**src/rtl/quad_pkg.sv**
```systemverilog
// -----------------------------------------------------------------------------
// quad_pkg
// Shared definitions for the quadrature decoder slice: Avalon register
// addresses, the ID constant, CTRL/STAT bit positions, the Gray-code state
// encodings of the {A,B} pair, and the transition classifier used by the
// decoder.
// -----------------------------------------------------------------------------
package quad_pkg;

    // Avalon word addresses
    localparam logic [2:0] ADDR_ID     = 3'd0;
    localparam logic [2:0] ADDR_CTRL   = 3'd1;
    localparam logic [2:0] ADDR_POS    = 3'd2;
    localparam logic [2:0] ADDR_IDX    = 3'd3;
    localparam logic [2:0] ADDR_STAT   = 3'd4;
    localparam logic [2:0] ADDR_ERRCNT = 3'd5;

    localparam logic [31:0] QUAD_ID = 32'hEA680004;

    // CTRL bit positions
    localparam int CTRL_EN      = 0;
    localparam int CTRL_CLR     = 1;
    localparam int CTRL_ZCLR_EN = 2;
    localparam int CTRL_FL_LSB  = 8;

    // STAT bit positions
    localparam int STAT_DIR   = 0;
    localparam int STAT_ERR   = 1;
    localparam int STAT_ZSEEN = 2;

    // {A,B} states in forward order: 00 -> 10 -> 11 -> 01 -> 00
    typedef enum logic [1:0] {
        GRAY_S0 = 2'b00,
        GRAY_S1 = 2'b10,
        GRAY_S2 = 2'b11,
        GRAY_S3 = 2'b01
    } gray_state_e;

    typedef enum logic [1:0] {
        MOVE_NONE,
        MOVE_FWD,
        MOVE_REV,
        MOVE_ILLEGAL
    } move_e;

    function automatic gray_state_e gray_next_fwd(input gray_state_e s);
        case (s)
            GRAY_S0: return GRAY_S1;
            GRAY_S1: return GRAY_S2;
            GRAY_S2: return GRAY_S3;
            default: return GRAY_S0;
        endcase
    endfunction

    // Classify one {A,B} transition. Both bits changing cannot be resolved
    // into a direction and is reported as illegal.
    function automatic move_e quad_move(input logic [1:0] prev_ab,
                                        input logic [1:0] cur_ab);
        if (prev_ab == cur_ab)
            return MOVE_NONE;
        else if ((prev_ab ^ cur_ab) == 2'b11)
            return MOVE_ILLEGAL;
        else if (cur_ab == gray_next_fwd(gray_state_e'(prev_ab)))
            return MOVE_FWD;
        else
            return MOVE_REV;
    endfunction

endpackage

```
**src/rtl/quad_pin_filter.sv**
```systemverilog
// -----------------------------------------------------------------------------
// quad_pin_filter
// Two-flop synchroniser followed by a stability filter for one encoder pin.
// The filtered output only follows the synchronised pin once it has differed
// from the current output for filt_len+1 consecutive clocks; filt_len = 0
// passes every change with the bare synchroniser latency.
//
// Ports:
//   csi_MCLK_clk      system clock
//   rsi_MRST_reset_n  asynchronous active-low reset
//   filt_len          stability length (clocks beyond the first)
//   pin               raw asynchronous pin
//   pin_f             filtered, synchronous pin
// -----------------------------------------------------------------------------
module quad_pin_filter #(
    parameter int FILT_W = 8
) (
    input  logic              csi_MCLK_clk,
    input  logic              rsi_MRST_reset_n,
    input  logic [FILT_W-1:0] filt_len,
    input  logic              pin,
    output logic              pin_f
);

    logic              s1;
    logic              s2;
    logic [FILT_W-1:0] fc;

    // NOTE: sequential state uses non-blocking assignments so every flop
    // samples the pre-edge value of its source; blocking here would collapse
    // the two synchroniser stages into one.
    always_ff @(posedge csi_MCLK_clk or negedge rsi_MRST_reset_n) begin
        if (!rsi_MRST_reset_n) begin
            s1    <= 1'b0;
            s2    <= 1'b0;
            fc    <= '0;
            pin_f <= 1'b0;
        end else begin
            s1 <= pin;
            s2 <= s1;
            if (s2 == pin_f) begin
                fc <= '0;
            end else if (fc == filt_len) begin
                pin_f <= s2;
                fc    <= '0;
            end else begin
                fc <= fc + FILT_W'(1);
            end
        end
    end

endmodule

```
**src/rtl/quadrature_decoder.sv**
```systemverilog
// -----------------------------------------------------------------------------
// quadrature_decoder
// Conditions the raw A/B/Z encoder pins (synchronise + glitch filter), decodes
// A/B in 4x mode into a signed position counter, latches the position on the
// index pulse, counts illegal transitions and exposes everything on an
// Avalon-MM slave.
//
// Ports:
//   csi_MCLK_clk, rsi_MRST_reset_n   clock and async active-low reset
//   avs_ctrl_*                       Avalon-MM slave (registered readdata,
//                                    waitrequest tied low)
//   A, B, Z                          raw encoder pins
//   A_f, B_f, Z_f                    filtered pins for the downstream stage
//   step                             one-cycle pulse per counted step
//   dir                              direction of last counted step (1 = fwd)
// -----------------------------------------------------------------------------
module quadrature_decoder
    import quad_pkg::*;
#(
    parameter int FILT_W = 8,
    parameter int CNT_W  = 32,
    parameter int ERR_W  = 16
) (
    input  logic        csi_MCLK_clk,
    input  logic        rsi_MRST_reset_n,
    input  logic [31:0] avs_ctrl_writedata,
    output logic [31:0] avs_ctrl_readdata,
    input  logic [3:0]  avs_ctrl_byteenable,
    input  logic [2:0]  avs_ctrl_address,
    input  logic        avs_ctrl_write,
    input  logic        avs_ctrl_read,
    output logic        avs_ctrl_waitrequest,
    input  logic        A,
    input  logic        B,
    input  logic        Z,
    output logic        A_f,
    output logic        B_f,
    output logic        Z_f,
    output logic        step,
    output logic        dir
);

    // ---------------- control / status state ----------------
    logic              ctrl_en;
    logic              ctrl_zclr_en;
    logic [FILT_W-1:0] filt_len;
    logic [CNT_W-1:0]  pos;
    logic [CNT_W-1:0]  idx;
    logic [ERR_W-1:0]  err_cnt;
    logic              stat_err;
    logic              stat_zseen;
    logic [1:0]        prev_ab;
    logic              z_prev;

    assign avs_ctrl_waitrequest = 1'b0;

    // ---------------- pin conditioning ----------------
    quad_pin_filter #(.FILT_W(FILT_W)) u_filt_a (
        .csi_MCLK_clk     (csi_MCLK_clk),
        .rsi_MRST_reset_n (rsi_MRST_reset_n),
        .filt_len         (filt_len),
        .pin              (A),
        .pin_f            (A_f)
    );

    quad_pin_filter #(.FILT_W(FILT_W)) u_filt_b (
        .csi_MCLK_clk     (csi_MCLK_clk),
        .rsi_MRST_reset_n (rsi_MRST_reset_n),
        .filt_len         (filt_len),
        .pin              (B),
        .pin_f            (B_f)
    );

    quad_pin_filter #(.FILT_W(FILT_W)) u_filt_z (
        .csi_MCLK_clk     (csi_MCLK_clk),
        .rsi_MRST_reset_n (rsi_MRST_reset_n),
        .filt_len         (filt_len),
        .pin              (Z),
        .pin_f            (Z_f)
    );

    // ---------------- bus decode ----------------
    logic wr_ctrl;
    logic wr_stat;
    logic clr_pulse;

    assign wr_ctrl   = avs_ctrl_write && (avs_ctrl_address == ADDR_CTRL);
    assign wr_stat   = avs_ctrl_write && (avs_ctrl_address == ADDR_STAT);
    assign clr_pulse = wr_ctrl && avs_ctrl_byteenable[0] && avs_ctrl_writedata[CTRL_CLR];

    // CTRL write data merged with the current value under the byte enables.
    logic              ctrl_en_nxt;
    logic              ctrl_zclr_en_nxt;
    logic [FILT_W-1:0] filt_len_nxt;

    // NOTE: every variable driven here gets a default before any branch so
    // the block stays purely combinational and no latch is inferred.
    always_comb begin
        ctrl_en_nxt      = ctrl_en;
        ctrl_zclr_en_nxt = ctrl_zclr_en;
        filt_len_nxt     = filt_len;
        if (avs_ctrl_byteenable[0]) begin
            ctrl_en_nxt      = avs_ctrl_writedata[CTRL_EN];
            ctrl_zclr_en_nxt = avs_ctrl_writedata[CTRL_ZCLR_EN];
        end
        for (int i = 0; i < FILT_W; i++) begin
            if (avs_ctrl_byteenable[2'((CTRL_FL_LSB + i) / 8)])
                filt_len_nxt[i] = avs_ctrl_writedata[5'(CTRL_FL_LSB + i)];
        end
    end

    // ---------------- decoder ----------------
    move_e move;
    logic  z_rise;
    logic  legal_step;
    logic  index_clear;
    logic  illegal;

    assign move        = quad_move(prev_ab, {A_f, B_f});
    assign z_rise      = ctrl_en && Z_f && !z_prev;
    assign legal_step  = ctrl_en && ((move == MOVE_FWD) || (move == MOVE_REV));
    assign index_clear = z_rise && ctrl_zclr_en;
    assign illegal     = (move == MOVE_ILLEGAL);

    always_ff @(posedge csi_MCLK_clk or negedge rsi_MRST_reset_n) begin
        if (!rsi_MRST_reset_n) begin
            ctrl_en      <= 1'b0;
            ctrl_zclr_en <= 1'b0;
            filt_len     <= '0;
            pos          <= '0;
            idx          <= '0;
            err_cnt      <= '0;
            stat_err     <= 1'b0;
            stat_zseen   <= 1'b0;
            prev_ab      <= 2'b00;
            z_prev       <= 1'b0;
            step         <= 1'b0;
            dir          <= 1'b0;
        end else begin
            // Edge history runs regardless of EN so enabling never sees a
            // stale transition.
            prev_ab <= {A_f, B_f};
            z_prev  <= Z_f;
            step    <= 1'b0;

            if (wr_ctrl) begin
                ctrl_en      <= ctrl_en_nxt;
                ctrl_zclr_en <= ctrl_zclr_en_nxt;
                filt_len     <= filt_len_nxt;
            end

            // Position / index: CLR beats the index clear, which beats a step.
            if (clr_pulse) begin
                pos <= '0;
                idx <= '0;
            end else begin
                if (z_rise)
                    idx <= pos;
                if (index_clear) begin
                    pos <= '0;
                end else if (legal_step) begin
                    step <= 1'b1;
                    dir  <= (move == MOVE_FWD);
                    pos  <= (move == MOVE_FWD) ? pos + CNT_W'(1) : pos - CNT_W'(1);
                end
            end

            if (clr_pulse)
                err_cnt <= '0;
            else if (illegal && (err_cnt != '1))
                err_cnt <= err_cnt + ERR_W'(1);

            // Sticky bits: a same-cycle set wins over the W1C clear.
            if (illegal)
                stat_err <= 1'b1;
            else if (wr_stat && avs_ctrl_writedata[STAT_ERR])
                stat_err <= 1'b0;

            if (z_rise)
                stat_zseen <= 1'b1;
            else if (wr_stat && avs_ctrl_writedata[STAT_ZSEEN])
                stat_zseen <= 1'b0;
        end
    end

    // ---------------- read path ----------------
    logic [31:0] rd_mux;

    always_comb begin
        rd_mux = '0;
        case (avs_ctrl_address)
            ADDR_ID: rd_mux = QUAD_ID;
            ADDR_CTRL: begin
                rd_mux[CTRL_EN]                    = ctrl_en;
                rd_mux[CTRL_ZCLR_EN]               = ctrl_zclr_en;
                rd_mux[CTRL_FL_LSB +: FILT_W]      = filt_len;
            end
            ADDR_POS:    rd_mux = 32'(signed'(pos));
            ADDR_IDX:    rd_mux = 32'(signed'(idx));
            ADDR_STAT: begin
                rd_mux[STAT_DIR]   = dir;
                rd_mux[STAT_ERR]   = stat_err;
                rd_mux[STAT_ZSEEN] = stat_zseen;
            end
            ADDR_ERRCNT: rd_mux = 32'(err_cnt);
            default:     rd_mux = '0;
        endcase
    end

    always_ff @(posedge csi_MCLK_clk or negedge rsi_MRST_reset_n) begin
        if (!rsi_MRST_reset_n)
            avs_ctrl_readdata <= '0;
        else if (avs_ctrl_read)
            avs_ctrl_readdata <= rd_mux;
    end

    // Write-data bits and byte enables that no register field consumes.
    logic unused_bus_bits;
    assign unused_bus_bits = ^{avs_ctrl_writedata, avs_ctrl_byteenable};

endmodule

```
**config.mk**
```make
export PLATFORM = sky130hd
export DESIGN_NAME = quadrature_decoder
export DESIGN_NICKNAME = d
export VERILOG_FILES = /design/src/rtl/quad_pkg.sv /design/src/rtl/quad_pin_filter.sv /design/src/rtl/quadrature_decoder.sv
export SDC_FILE = /design/constraint.sdc
export NUM_CORES = 1
export LEC_CHECK = 0
export CAP_MARGIN = 20
export CORE_UTILIZATION = 58
export DETAILED_ROUTE_END_ITERATION = 16
export PLACE_DENSITY = 0.8
export RECOVER_POWER = 100
export SYNTH_ARGS = -nofsm -noshare
export SYNTH_HDL_FRONTEND = slang
export SYNTH_SLANG_ARGS = --single-unit
export TNS_END_PERCENT = 5
```
**constraint.sdc**
```tcl
create_clock -name csi_MCLK_clk -period 5.35 [get_ports csi_MCLK_clk]
set_clock_uncertainty 0.2 [all_clocks]
set_input_delay 0.8025 -clock csi_MCLK_clk [delete_from_list [all_inputs] [get_ports csi_MCLK_clk]]
set_output_delay 0.8025 -clock csi_MCLK_clk [all_outputs]
set_load 0.05 [all_outputs]
```
==> parameters.txt <==
Parameter                              Value

Place
  Worst slack at placement ... 0.582 ns
  Cell area reported after detailed placement ... 9950 um^2
  Instance count after placement with tap cells included ... 1252
  Port Buffers ... 59
  DP HPWL ... 14900 um
  Last weighted congestion value of the routability-driven placer ... 0.912

Timing
  Total Negative Setup Slacks ... 0 ns
  Fin. Hold Viols ... 0
  Achievable Freq ... 0.201 GHz
  Unrepaired setup endpoints after global routing ... false
  Final setup violation count ... 0
  Period Utilization, post-route ... 93.1%
  Transition time of the tightest slew-check pin ... 3.71 ns
  Post-layout worst setup margin ... 0.368 ns
  Number of max-slew violations in the final report ... 82
  Period minus WS final ... 4.98 ns
  Worst slew margin ... -147%

Worst setup path
  Data arrival time of the critical path ... 5.11 ns
  Endpoint kind of the worst setup timing path ... flip-flop
  Critical path data required time ... 5.47 ns
  Type of the worst setup path ... flip-flop to flip-flop
  Capture point of the worst reg-to-reg path ... pos[27]
  Depth of the worst register-to-register path ... 13
  Startpoint of the worst-slack reg-to-reg timing path ... u_filt_b.pin_f
  Biggest fanout along the worst timing path ... 17
  Worst reg-to-reg setup slack ... 0.37 ns
  Startpoint type of the worst setup path ... flip-flop
  Source of the critical timing path ... u_filt_b.pin_f

Final layout
  Layout Area Growth over Synthesis ... 14.1%
  Non-filler instance count after layout ... 1284
  Diodes inserted ... 0
  Layout cell share with drive strength beyond 1 ... 6.90%
  Most common cell after layout, fill and taps aside ... dfrtp_1
  Highest-count cells in the layout ignoring fill and taps ... dfrtp_1 (162), nand2_1 (148), a21oi_1 (128)
  Total of fill cells in the finished design ... 1205
  Area of all placed cells without fillers ... 10500 um^2
  NumNets Final ... 1150

Status
  Result of the run ... finished, violations left
  Violated checks ... max-capacitance violations, max-slew violations

GRT
  All-Layer GR Usage ... 28.7%
  Maximum number of pins on one net before global-route repair ... 82
  Vias in the first global route ... 7201
  Remaining global-route overflow ... 0
  Global-route wire length before repair ... 36800 um
  Initial antenna violation count ... 0

Detailed routing
  Violation count after the first detailed-route iteration ... 580
  Detailed-router iteration count before antenna repair ... 5
  Number of vias in the routed layout ... 7599
  Total wirelength of the detailed-routed design ... 22100 um
  Antenna violation net count after detailed routing ... 0
  Residual DRC ... 0
  Average wire length per cell after detail routing ... 17.2 um
  Detailed-route vias per instance ... 5.92

Logic synthesis
  Cell Area, Synth ... 9200 um^2
  Post-Synthesis Cells ... 1020
  Fraction of the yosys area taken by sequential cells ... 44.1%
  Number of nets in the synthesized netlist ... 1110
  Number of enable-type register cells in the synthesized netlist ... 0
  Yosys cell types ... 55
  Synth async-reset ratio ... 100%
  Flip-flop and latch count after synthesis ... 162
  Avg Cell Area, Syn ... 9.01 um^2
  Number of warnings issued by yosys ... 0
  Flip-flop cell with the highest count after synthesis ... dfrtp_1

Die
  Row count ... 45
  Number of placed I/O pins ... 84
  Die width ... 128 um
  Core region area ... 15300 um^2
  Vertical die dimension ... 128 um
  Total Die Area ... 16400 um^2
  Initial Utilization ... 60.0%

Min path
  Hold endpoint ... u_filt_b.s2
  Launch instance of the worst min-delay path ... u_filt_b.s1
  Number of stages on the worst hold path ... 0
  Hold crit path type ... flip-flop to flip-flop

Clocking
  # clock sinks ... 162
  Number of gates resized after CTS ... 0
  Number of buffers added for setup after CTS ... 0
  Clock latency on the worst-skew pair ... 0.44 ns
  Clock transition at the registers of the reported paths ... 0.07 ns
  Maximum level of the CTS H-tree ... 4
  Max Buffers Root-to-Sink ... 2
  Clock tree root driver cell ... clkbuf_16
  Hold_buf cts ... 0
  Number of buffers added by the clock tree synthesis step ... 17
  CTS tree ... done

Job
  Number of max-cap violations ... 1
[kinds of logic after synthesis]
family          Yosys count  synth area share, %
simple gates            338                 16.3
compound gates          253                 16.5
flops                   162                 44.1
buf+inv                  97                 4.12
xor+xnor                 80                 7.62
mux                      45                 5.23
fa+ha+maj                44                 6.07
other cells               1               0.0408
[synth_stat cells, drive strengths merged (3+ instances only)]
master,n,area (um^2)
dfrtp,162,4050
nand2,148,556
a21oi,128,641
nor2,85,319
xnor2,49,429
inv,44,165
ha,43,538
clkbuf,36,135
xor2,31,272
o21ai,30,150
nand3,29,145
mux2,24,270
o22ai,24,150
mux2i,21,210
a21o,20,150
and3,18,113
buf,17,78.8
nand4,16,106
nor3,13,65.1
or3,9,56.3
a22oi,8,60.1
a31oi,7,43.8
a211oi,6,50.1
o21a,6,45.0
o31ai,5,42.5
and2,4,25.0
a41oi,3,41.3
and4,3,26.3
nand2b,3,18.8
nor2b,3,18.8
o211ai,3,27.5
[worst max-delay path by stage]
| stage | to | slack (ns) | cells after the start |
|---|---|---|---|
| after global routing | pos[27] | 0.20 | 13 |
| after detailed placement | pos[27] | 0.58 | 13 |
| final | pos[27] | 0.37 | 13 |
| after floorplan | pos[27] | 0.58 | 12 |
| after CTS | pos[27] | 0.57 | 13 |
| after global placement | pos[27] | 0.68 | 13 |
[final cells by class]
| type | count | area, um^2 | area share (%) |
|---|---|---|---|
| sequential | 162 | 4050 | 38.7 |
| timing repair buffer | 74 | 677 | 6.45 |
| clock buffer | 19 | 453 | 4.32 |
| tap | 211 | 264 | 2.52 |
| clock inverter | 13 | 139 | 1.32 |
| inverter | 44 | 165 | 1.57 |
| multi-input combinational | 761 | 4740 | 45.2 |
[metal layers]
metal | share of wire [%] | up-vias | GRT usage, %
met5 | 0 | - | 0
met3 | 5.5 | 28 | 4.38
met4 | 1.5 | 0 | 9.00
met1 | 46 | 3722 | 41.0
met2 | 47 | 225 | 45.0
li1 | - | 3624 | -
[through the flow]
step	util, %	hold slack, ns
after floorplan	-	0.131
after CTS	68.8	0.150
after global placement	65.0	0.135
after global routing	68.5	0.174
final	68.5	0.149
after detailed placement	65.0	0.135
[sequential cells by signal, summed over array words and instances, names as in the netlist, 2 cells and up]
register / flops
idx: 32
u_filt_b.fc: 8
u_filt_a.fc: 8
pos: 32
avs_ctrl_readdata: 32
u_filt_z.fc: 8
err_cnt: 16
prev_ab: 2
filt_len: 8
[worst max-delay path, stage by stage (launching register included)]
cell and delay (ns):
dfrtp_1 0.49, xnor2_1 0.26, inv_1 0.07, ha_1 0.21, or4_1 0.87, buf_4 0.35, ha_1 0.24, a21o_1 0.21
a221o_1 0.34, o31ai_1 0.41, a41oi_1 0.37, a41oi_1 0.40, nor4_1 0.07, or3_1 0.38
Power is left out: the tool's default activity adds up to more than one toggle a clock period on the data nets, which glitch-free logic cannot reach.
